**src/rtl/mux2_vector_sequencer.sv**
```systemverilog
// mux2_vector_sequencer
//   Self-test sequencer for a 2:1 mux (c = s ? b : a). It steps the mux
//   inputs through all eight {s,a,b} combinations. Each vector is held for
//   HOLD_CYCLES cycles, and mux_c is sampled on the last cycle of each hold.
//   The sequencer then reports a pass/fail verdict, an error count and the
//   first failing vector index.
//
// Parameters
//   HOLD_CYCLES : cycles each vector is held on the mux inputs (2..255)
//
// Ports
//   clk       in   system clock, rising edge
//   rst_n     in   asynchronous active-low reset
//   start     in   run request, honoured only in IDLE or DONE
//   mux_c     in   output of the mux under test
//   mux_a     out  mux data input a
//   mux_b     out  mux data input b
//   mux_s     out  mux select
//   busy      out  vectors are being applied
//   done      out  run finished; held until next accepted start or reset
//   pass      out  done with zero mismatches
//   err_count out  mismatching vectors in the current/last run (0..8)
//   fail_vec  out  first mismatching vector index (0 when none)
//   vec_idx   out  index of the vector currently driven
module mux2_vector_sequencer #(
  parameter int unsigned HOLD_CYCLES = 4
) (
  input  logic       clk,
  input  logic       rst_n,
  input  logic       start,
  input  logic       mux_c,
  output logic       mux_a,
  output logic       mux_b,
  output logic       mux_s,
  output logic       busy,
  output logic       done,
  output logic       pass,
  output logic [3:0] err_count,
  output logic [2:0] fail_vec,
  output logic [2:0] vec_idx
);

  typedef enum logic [1:0] {IDLE, RUN, DONE} state_e;

  localparam logic [7:0] HOLD_LAST = 8'(HOLD_CYCLES - 1);

  state_e     state_q;
  logic [7:0] hold_q;
  logic [2:0] vec_q;
  logic [3:0] err_q;
  logic [2:0] fail_q;
  logic       mux_a_q, mux_b_q, mux_s_q;
  logic       busy_q, done_q, pass_q;

  logic       exp_c;
  logic       sample;
  logic       mismatch;
  logic [3:0] err_d;
  logic [2:0] vec_d;

  // Expected value comes from the registered mux inputs, which have been
  // stable for the whole hold window at the sampling edge.
  always_comb begin
    exp_c    = mux_s_q ? mux_b_q : mux_a_q;
    sample   = (hold_q == HOLD_LAST);
    mismatch = sample && (mux_c != exp_c);
    err_d    = err_q + {3'b000, mismatch};
    vec_d    = vec_q + 3'd1;
  end

  always_ff @(posedge clk or negedge rst_n) begin
    if (!rst_n) begin
      state_q <= IDLE;
      hold_q  <= '0;
      vec_q   <= '0;
      err_q   <= '0;
      fail_q  <= '0;
      mux_a_q <= 1'b0;
      mux_b_q <= 1'b0;
      mux_s_q <= 1'b0;
      busy_q  <= 1'b0;
      done_q  <= 1'b0;
      pass_q  <= 1'b0;
    end else begin
      case (state_q)
        RUN: begin
          if (sample) begin
            err_q <= err_d;
            if (mismatch && (err_q == 4'd0)) begin
              fail_q <= vec_q;
            end
            hold_q <= '0;
            if (vec_q != 3'd7) begin
              vec_q   <= vec_d;
              mux_s_q <= vec_d[2];
              mux_a_q <= vec_d[1];
              mux_b_q <= vec_d[0];
            end else begin
              // Last vector: verdict uses the count including this sample.
              state_q <= DONE;
              busy_q  <= 1'b0;
              done_q  <= 1'b1;
              pass_q  <= (err_d == 4'd0);
              mux_s_q <= 1'b0;
              mux_a_q <= 1'b0;
              mux_b_q <= 1'b0;
            end
          end else begin
            hold_q <= hold_q + 8'd1;
          end
        end
        default: begin
          // IDLE and DONE accept start identically; results are held otherwise.
          if (start) begin
            state_q <= RUN;
            hold_q  <= '0;
            vec_q   <= '0;
            err_q   <= '0;
            fail_q  <= '0;
            mux_s_q <= 1'b0;
            mux_a_q <= 1'b0;
            mux_b_q <= 1'b0;
            busy_q  <= 1'b1;
            done_q  <= 1'b0;
            pass_q  <= 1'b0;
          end
        end
      endcase
    end
  end

  assign mux_a     = mux_a_q;
  assign mux_b     = mux_b_q;
  assign mux_s     = mux_s_q;
  assign busy      = busy_q;
  assign done      = done_q;
  assign pass      = pass_q;
  assign err_count = err_q;
  assign fail_vec  = fail_q;
  assign vec_idx   = vec_q;

endmodule

```
**config.mk**
```make
export PLATFORM = sky130hd
export DESIGN_NAME = mux2_vector_sequencer
export DESIGN_NICKNAME = d
export VERILOG_FILES = /design/src/rtl/mux2_vector_sequencer.sv
export SDC_FILE = /design/constraint.sdc
export NUM_CORES = 1
export LEC_CHECK = 0
export BUFFER_PORTS_ARGS = -buffer_cell sky130_fd_sc_hd__buf_2
export CAP_MARGIN = 5
export CORE_AREA = 3 3 87 68
export CTS_CLUSTER_DIAMETER = 80
export CTS_CLUSTER_SIZE = 24
export DETAILED_ROUTE_END_ITERATION = 8
export DIE_AREA = 0 0 90 71
export GPL_TIMING_DRIVEN = 0
export PLACE_DENSITY = 0.44
export SYNTH_ARGS = -nofsm -noshare
export SYNTH_HDL_FRONTEND = slang
export SYNTH_SLANG_ARGS = --single-unit
```
**constraint.sdc**
```tcl
create_clock -name clk -period 5.37 [get_ports clk]
set_input_delay 0.2685 -clock clk [delete_from_list [all_inputs] [get_ports clk]]
set_output_delay 0.2685 -clock clk [all_outputs]
set_load 0.02 [all_outputs]
```
==> results.md, run 1 <==
- Critical path arrival: between 2 and 3 ns
- Setup violations, final: 0
- Minimum clock period after layout: between 2 and 3 ns
- I/O Buffers: 19
- CP Launch Type: register
- LEAKAGE: approximately 0.73 nW
- Synth warn: 0
- Fmax achieved: about 380 MHz
- Number of global-route vias before repair: 1014
- Die width: 90 um
- Asr flop ratio synth: 1.00
- Hold slack final: -0.0101 ns
- Post-synth top area share: 0.475
- 1st-pass router iterations: 4
- Worst EP required: ~5.6 ns
- # fillers: 576
- Max-cap viol count: 0
- GP Congestion: 0.832
- Clock Pin Slew Worst Setup and Hold Paths: around 0.080 ns
- Hold Fails Final Rpt: 24
- Clock Skew: ~0.0030 ns
- Mean Syn Cell Area: about 10 um^2
- Max VDD drop: just over 0.00008 V
- Status: complete, but fails checks
- Iteration-0 DRC Markers: about 70
- Initial antenna violation count: 0
- Violations in the final reports: negative hold slack
- Synth Flop Type: dfrtp_1
- Slew margin rel.: 0.625
- Clock Sinks: 24
- Max clock buf depth: 2
- Worst Max-Slew Pin Slew: about 0.56 ns
- GRT Util Overall: 0.0990
- EDFF count, synth: 0
- Slew Viols, Final: 0
- DIE HEIGHT: just over 70 um
- Multi-input logic area: 632 um^2
- Vias per cell: between 4 and 5
- Synth top area cells: dfrtp_1 47%, nand2_1 5.0%, ha_1 4.9%
- Most common cell in the synthesized netlist: dfrtp_1
- PostCTS Resize Cnt: 0
- Power per cell area: around 420 mW/mm^2
- Via count: just over 1000
- Hpwl dp: approximately 2.3 mm
- Commonest cells in the netlist: 24 x dfrtp_1, 17 x nand2_1, 11 x o21ai_0, 6 x a22o_1
- Yosys top cell by area: dfrtp_1
- CTS root buf: clkbuf_8
- Routed wire length: 3.04 mm
- Layout cell share with drive strength beyond 1: 0.213
- Placed cells: roughly 220
- Mapped Cells: around 130
- Largest net degree at the start of global routing: 25
- Initial cell density of the core: 0.242
- Yosys cell types: 33
- Reg area: ~600 um^2
- CTS H-tree depth: 1
- Hold Buf Count CTS: 0
- Sequential area share after synthesis: 0.475
- Period utilisation layout: 0.492
- Setup TNS: 0 ns
- Post-synthesis sequential element count: 24
- Post-CTS Setup Inserts: 0
- Diode count: 0
- Area Overhead vs Synth: 19.3%
- Final nets: 160
- Synth Cell Area: between 0.001 and 0.0015 mm^2
- Rows: 23
- Min-Delay Path Class: input port to asynchronous set/reset pin
- Syn nets: between 100 and 150
- CP Max Fanout: 5
- DR WL/cell: about 14 um
- Gr ovfl total: 0
- IO Pins: 20
- Antenna-violating nets left: 0
- First-pass GRT wire length: between 5 and 6 mm
- RSZ-0062 raised after global routing: false
- DRC: 0
- Finished Layout Cells: 225
- Clock latency on the worst-skew pair: approximately 0.26 ns
- CTS tree: yes
- Num CTS Buffers: 3
- R2R depth: 9
- CP endpoint kind: register
- Critical Setup Path Class: register to register
- Core Box Area: roughly 0.0052 mm^2
- Die area: between 0.006 and 0.007 mm^2
## cell families after synthesis
logic type,Yosys count,share of synthesized area
buf+inv,8,0.0257
compound gates,31,0.157
fa+ha+maj,5,0.0495
simple gates,50,0.222
mux,7,0.0574
xor+xnor,2,0.0139
flops,24,0.475
## power by group
group          internal [mW]  total (mW)  switching, mW
registers              0.234       0.293         0.0591
logic                  0.100       0.214          0.114
clock network         0.0654       0.122         0.0562
## stage by stage
stage | hold WS [ns] | util | setup WS [ns] | total power, mW | cell area, um^2
2_1_floorplan | -0.0271 | - | 3.08 | 0.442 | 1260
3_3_place_gp | 0.292 | 0.278 | 2.81 | 0.507 | 1450
3_5_place_dp | 0.310 | 0.278 | 2.72 | 0.512 | 1450
4_1_cts | 0.00843 | 0.288 | 2.71 | 0.639 | 1510
5_1_grt | 0.0315 | 0.288 | 2.59 | 0.678 | 1510
6_report | -0.0101 | 0.288 | 2.73 | 0.629 | 1510
## worst max-delay path, stage by stage, from the launching register on
cell	delay, ns
dfrtp_1	0.39
ha_1	0.24
or4b_4	0.48
or2_4	0.28
nor2_1	0.17
ha_1	0.25
ha_1	0.23
o211ai_1	0.11
a211o_1	0.28
mux2i_1	0.13
## registers in the layout, summed over array words and instances, names as in the netlist
name,flops
done,1
fail_vec,3
state_q,1
pass,1
vec_idx,3
err_count,4
mux_b,1
hold_q,8
mux_s,1
mux_a,1
## routing by layer
layer  global-route usage  vias to the layer above  share of wire
li1                     -                      506              -
met4               0.0204                        0         0.0095
met1                0.138                      508           0.53
met3               0.0319                        2          0.036
met5                    0                        -              0
met2                0.152                       15           0.42
## cell usage in the layout, fill, tap and decap left out, drive strengths merged, types with 2 or more instances in the layout
cell type	n
o21ai	11
dfrtp	24
nand4	2
mux2i	5
or3	2
and3	4
mux2	2
ha	5
a41oi	2
buf	21
nor2b	3
a22o	6
inv	4
nor3	4
clkbuf	6
a21oi	5
nand3	3
a31oi	4
nor2	5
and2	2
nand2	17
nand2b	4
## cell type report
type,count,share of cell area
Clock buffer,4,0.0365
Tap cell,75,0.0622
Inverter,4,0.00995
Timing Repair Buffer,19,0.0630
Buffer,4,0.0116
Sequential cell,24,0.398
Multi-Input combinational cell,95,0.419
## worst paths after layout
path | slack, ns | start | endpoint
worst max-delay path | 2.73 | hold_q[0] | pass
worst min-delay path | -0.01 | rst_n | mux_b
worst max register to register | 2.73 | hold_q[0] | pass
worst min register to register | 0.53 | fail_vec[1] | fail_vec[1]
max in group asynchronous | 5.01 | rst_n | state_q[0]
min in group clk | 0.29 | start | done
Note: power is estimated with default switching activity, not from simulation.
==> run 2, diff against run 1 <==
PLACE_DENSITY = 0.45   (was 0.44)
clock period = 2.2 ns   (was 5.37 ns; I/O delays follow)
==> results.md, run 2 (synthesis results as in run 1) <==
- Critical path buffers and inverters: 0 (unchanged)
- Diode count: 0 (unchanged)
- Final nets: 167 (+4.4%)
- Max clock buf depth: 2 (unchanged)
- Worst Max-Slew Pin Slew: 0.579 ns (+0.0159 ns)
- Critical path arrival: 2.51 ns (-0.32 ns)
- Hpwl dp: 2.27 mm (-1.1%)
- Hold Fails Final Rpt: 0 (-100%)
- RSZ-0062 raised after global routing: true
- Clock Sinks: 24 (unchanged)
- CTS tree: yes
- Min-Delay Path Class: input port to register
- Max FFs per register: 8 (unchanged)
- IO Pins: 20 (unchanged)
- Max-cap viol count: 0 (unchanged)
- LEAKAGE: 0.760 nW (+4.3%)
- I/O Buffers: 19 (unchanged)
- Iteration-0 DRC Markers: 32 (-53%)
- Core Box Area: 0.00524 mm^2 (unchanged)
- GRT Util Overall: 0.105 (+0.00634)
- DIE HEIGHT: 71 um (unchanged)
- CP Max Fanout: 3 (-2)
- Critical-path top delay cell: or4b_4
- Antenna-violating nets left: 0 (unchanged)
- Largest net degree at the start of global routing: 25 (unchanged)
- Worst EP required: 2.40 ns (-3.16 ns)
- Max VDD drop: 0.000279 V (+250%)
- Initial antenna violation count: 0 (unchanged)
- Minimum clock period after layout: 2.31 ns (-0.329 ns)
- Setup violations, final: 2 (+2)
- Area Overhead vs Synth: 28.2%
- Status: complete, but fails checks
- Final worst slack: -0.113 ns (-2.84 ns)
- Vias per cell: 4.68 (+2.2%)
- CP Launch Type: register
- Critical path, cell by cell: ha_4 -> or4b_4 -> or2_4 -> nor2_4 -> ha_4 -> and3_1 -> o211ai_1 -> a211o_1 -> mux2i_1
- Layout cell share with drive strength beyond 1: 0.287 (+0.0733)
- Die area: 0.00639 mm^2 (unchanged)
- CP endpoint kind: register
- Clock Skew: 0.00632 ns (+0.00332 ns)
- Gr ovfl total: 0 (unchanged)
- Hold slack final: 0.128 ns (+0.138 ns)
- CTS H-tree depth: 1 (unchanged)
- Top reg by flops: hold_q
- Violations in the final reports: negative setup slack
- Via count: 1086 (+5.3%)
- Power per cell area: 1020 mW/mm^2 (+140%)
- Most frequent cell on the critical path: ha_4
- Commonest non-fill, non-tap cell in the layout: dfrtp_1
- GP Congestion: 0.804 (-3.4%)
- Rows: 23 (unchanged)
- Setup TNS: -0.146 ns (-0.146 ns)
- Period utilisation layout: 1.05 (+0.559)
- DR WL/cell: 13.9 um (+3.0%)
- CP peak stage delay: 0.46 ns (-0.02 ns)
- Fmax achieved: 432 MHz (+14%)
- CP top delay family: simple AND/OR/NAND/NOR gates
- Slew Viols, Final: 0 (unchanged)
- Num CTS Buffers: 3 (unchanged)
- DRC: 0 (unchanged)
- Critical Setup Path Class: register to register
- 1st-pass router iterations: 4 (unchanged)
- Clock Pin Slew Worst Setup and Hold Paths: 0.09 ns (about the same)
- Slew margin rel.: 0.614 (-0.0106)
- Commonest non-fill, non-tap cells in the layout: 24 x dfrtp_1, 21 x buf_2, 17 x nand2_1
- CTS root buf: clkbuf_8
- Die width: 90 um (unchanged)
- Clock latency on the worst-skew pair: 0.27 ns (about the same)
- Number of global-route vias before repair: 1082 (+6.7%)
- Routed wire length: 3.23 mm (+6.3%)
- Initial cell density of the core: 0.242 (unchanged)
- First-pass GRT wire length: 5.48 mm (+7.9%)
-- run 2: cell types whose count changed in the layout (fill, tap and decap cells not counted), sizes merged --
cell         previous run  this run
buf                    21        27
dlygate4sd3             0         1
-- run 2: final timing paths --
check | start | to | slack (ns) | cells past startpoint
worst min register to register | state_q[0] | state_q[0] | 0.53 | 1
min in group asynchronous | rst_n | err_count[2] | 0.37 | 2
worst min-delay path | start | done | 0.13 | 2
worst max register to register | hold_q[0] | pass | -0.11 | 9
worst max-delay path | hold_q[0] | pass | -0.11 | 9
max in group asynchronous | rst_n | vec_idx[0] | 1.45 | 2
-- run 2: power breakdown --
group | internal (mW) | total [mW] | leakage, nW | switching (mW)
clock | 0.160 | 0.305 | 0.0288 | 0.145
combinational | 0.305 | 0.618 | 0.423 | 0.314
sequential | 0.571 | 0.724 | 0.308 | 0.154
-- run 2: final cells by class --
cell class,count,area [um^2]
tap,75,93.8
fill,572,3620
multi-input combinational,95,689
buffer,4,17.5
timing repair buffer,26,150
clock buffer,4,55.1
sequential,24,601
inverter,4,15.0
-- run 2: worst register-to-register path: cells and delay by family (launching register included) --
family | cells | cell delay [ns]
simple gates | 4 | 0.99
flops | 1 | 0.41
compound gates | 2 | 0.37
fa+ha+maj | 2 | 0.33
mux | 1 | 0.13
-- run 2: layer usage --
layer	vias up	track usage	part of all wire
li1	521	-	-
met1	530	0.146	0.51
met2	31	0.161	0.43
met3	4	0.0319	0.047
met4	0	0.0289	0.012
met5	-	0	0
-- run 2: stage by stage --
| step | setup slack (ns) | area (um^2) | cells | util | total power [mW] |
|---|---|---|---|---|---|
| 3_3_place_gp | -0.260 | 1470 | 221 | 0.281 | 1.24 |
| 6_report | -0.113 | 1620 | 232 | 0.310 | 1.65 |
| 3_5_place_dp | -0.307 | 1470 | 221 | 0.281 | 1.25 |
| 2_1_floorplan | -0.0401 | 1280 | 127 | - | 1.08 |
| 4_1_cts | -0.170 | 1580 | 228 | 0.301 | 1.62 |
| 5_1_grt | -0.206 | 1620 | 232 | 0.310 | 1.77 |
-- run 2: repair_timing --
action / in CTS / in global routing
gates resized for setup: 4 / 4
hold buffers: 1 / 0
gates cloned: 0 / 0
pin swaps: 1 / 1
setup endpoints to repair: 4 / 3
buffers inserted: 2 / 4
hold endpoints to repair: 24 / 0
==> run 3, diff against run 2 <==
GPL_TIMING_DRIVEN = unset   (was 0)
==> results.md, run 3 (synthesis results as in run 1) <==
- Status: complete, but fails checks
- Violations in the final reports: negative setup slack
- GRT Util Overall: 0.109 (+0.00367)
- Initial cell density of the core: 0.242 (unchanged)
- First-pass GRT wire length: 5.59 mm (+2.0%)
- Core Box Area: 0.00524 mm^2 (unchanged)
- Clock Sinks: 24 (unchanged)
- CTS root buf: clkbuf_8
- Reg area: 601 um^2 (unchanged)
- # fillers: 577 (+0.87%)
- Slew Viols, Final: 0 (unchanged)
- Vias per cell: 4.63 (-1.2%)
- Met3 Track Usage GR: 0.0319 (unchanged)
- Area Overhead vs Synth: 33.0%
- Max clock buf depth: 2 (unchanged)
- Largest net degree at the start of global routing: 25 (unchanged)
- Commonest non-fill, non-tap cell in the layout: dfrtp_1
- Clock latency on the worst-skew pair: 0.27 ns (about the same)
- Commonest non-fill, non-tap cells in the layout: 24 x dfrtp_1, 19 x buf_2, 17 x nand2_1, 17 x buf_4, 9 x o21ai_0
- CP Max Fanout: 4 (+1)
- CTS tree: yes
- Min-Delay Path Class: input port to register
- Final worst slack: -0.0329 ns (+0.0796 ns)
- Fin util: 0.321 (+0.0117)
- LEAKAGE: 0.805 nW (+6.0%)
- Initial antenna violation count: 0 (unchanged)
- Number of global-route vias before repair: 1090 (+0.74%)
- CP endpoint kind: register
- Rows: 23 (unchanged)
- Via count: 1110 (+2.2%)
- RSZ-0062 raised after global routing: true
- Die area: 0.00639 mm^2 (unchanged)
- Place WS: -0.136 ns (+0.171 ns)
- M1 GR Usage: 0.163 (+0.0166)
- Worst Max-Slew Pin Slew: 0.567 ns (-0.0118 ns)
- IO Pins: 20 (unchanged)
- Hpwl dp: 2.41 mm (+6.5%)
- 1st-pass router iterations: 4 (unchanged)
- Final nets: 175 (+4.8%)
- Max FFs per register: 8 (unchanged)
- Setup violations, final: 1 (-1)
- Placed cells: 233 (+5.4%)
- Clock Skew: 0.00680 ns (+0.000475 ns)
- Antenna-violating nets left: 0 (unchanged)
- I/O Buffers: 19 (unchanged)
- Layer with the highest usage: met1
- CTS H-tree depth: 1 (unchanged)
- Fmax achieved: 448 MHz (+3.6%)
- DIE HEIGHT: 71 um (unchanged)
- Gr ovfl total: 0 (unchanged)
- Minimum clock period after layout: 2.23 ns (-0.0796 ns)
- Multi-input logic area: 674 um^2 (-2.2%)
- Critical path arrival: 2.43 ns (-0.08 ns)
- Top reg by flops: hold_q
- Layout cell share with drive strength beyond 1: 0.321 (+0.0346)
- Max VDD drop: 0.000283 V (+1.2%)
- M2 GR Usage: 0.155 (-0.00579)
- Period utilisation layout: 1.01 (-0.0362)
- GP Congestion: 0.807 (+0.37%)
- Die width: 90 um (unchanged)
- Clock Pin Slew Worst Setup and Hold Paths: 0.09 ns (about the same)
- DRC: 0 (unchanged)
- Hold slack final: 0.143 ns (+0.0153 ns)
- Power per cell area: 1020 mW/mm^2 (about the same)
- CP Launch Type: register
- Hold Fails Final Rpt: 0 (unchanged)
- Critical Setup Path Class: register to register
- Diode count: 0 (unchanged)
- Finished Layout Cells: 240 (+3.4%)
- Iteration-0 DRC Markers: 64 (+100%)
- Slew margin rel.: 0.622 (+0.00789)
- DR WL/cell: 13.7 um (-1.9%)
- Worst EP required: 2.40 ns (about the same)
- Max-cap viol count: 0 (unchanged)
- Num CTS Buffers: 3 (unchanged)
- Routed wire length: 3.28 mm (+1.5%)
[run 3: changes by cell type in the layout (fill, tap and decap cells not counted), sizes merged]
cell and delta:
clkbuf -2, buf +10
[run 3: timing repair]
item,4_1_cts,5_1_grt
hold endpoints to repair,24,0
hold buffers,1,0
endpoints found under the setup margin,3,3
buffers inserted,1,1
pin swaps,0,2
gates resized for setup,5,2
[run 3: final cells by class]
cell class | instances | area share
Tap cell | 75 | 0.0558
Multi-Input combinational cell | 95 | 0.401
Clock buffer | 4 | 0.0327
Timing Repair Buffer | 38 | 0.145
Inverter | 4 | 0.00892
Sequential cell | 24 | 0.357
[run 3: worst max-delay path, stage by stage (launching register included)]
cell and delay (ns):
dfrtp_1 0.36, ha_2 0.18, or4b_4 0.46, or2_4 0.26, nor2_4 0.10, ha_4 0.16, and3_1 0.15, o211ai_1 0.10
a211o_1 0.28, mux2i_1 0.11
[run 3: report_power, final]
group          switching [mW]  total [mW]  internal [mW]
combinational           0.379       0.750          0.370
sequential             0.0827       0.652          0.569
clock                   0.149       0.309          0.160
[run 3: final timing paths]
| kind | from | endpoint | slack, ns | depth (start not counted) |
|---|---|---|---|---|
| worst max-delay path | hold_q[0] | pass | -0.03 | 9 |
| worst min-delay path | start | done | 0.14 | 2 |
| worst max register to register | hold_q[0] | pass | -0.03 | 9 |
| worst min register to register | fail_vec[0] | fail_vec[0] | 0.53 | 2 |
| max in group asynchronous | rst_n | done | 1.46 | 2 |
| min in group asynchronous | rst_n | hold_q[3] | 0.36 | 2 |
[run 3: metal layers]
metal  share of wire  up-vias  wire length, um
met5               0        -                0
met2            0.43       28             1420
met3           0.058        2              190
met1            0.50      541             1640
li1                -      539                -
met4          0.0089        0               29
[run 3: per-stage QoR]
stage | setup TNS, ns | total power, mW | instance area, um^2
finish | -0.0329 | 1.71 | 1680
floorplan | -0.0401 | 1.08 | 1280
CTS | -0.0528 | 1.71 | 1670
global placement | -0.0354 | 1.37 | 1570
detailed placement | -0.224 | 1.39 | 1570
global route | -0.306 | 1.84 | 1680
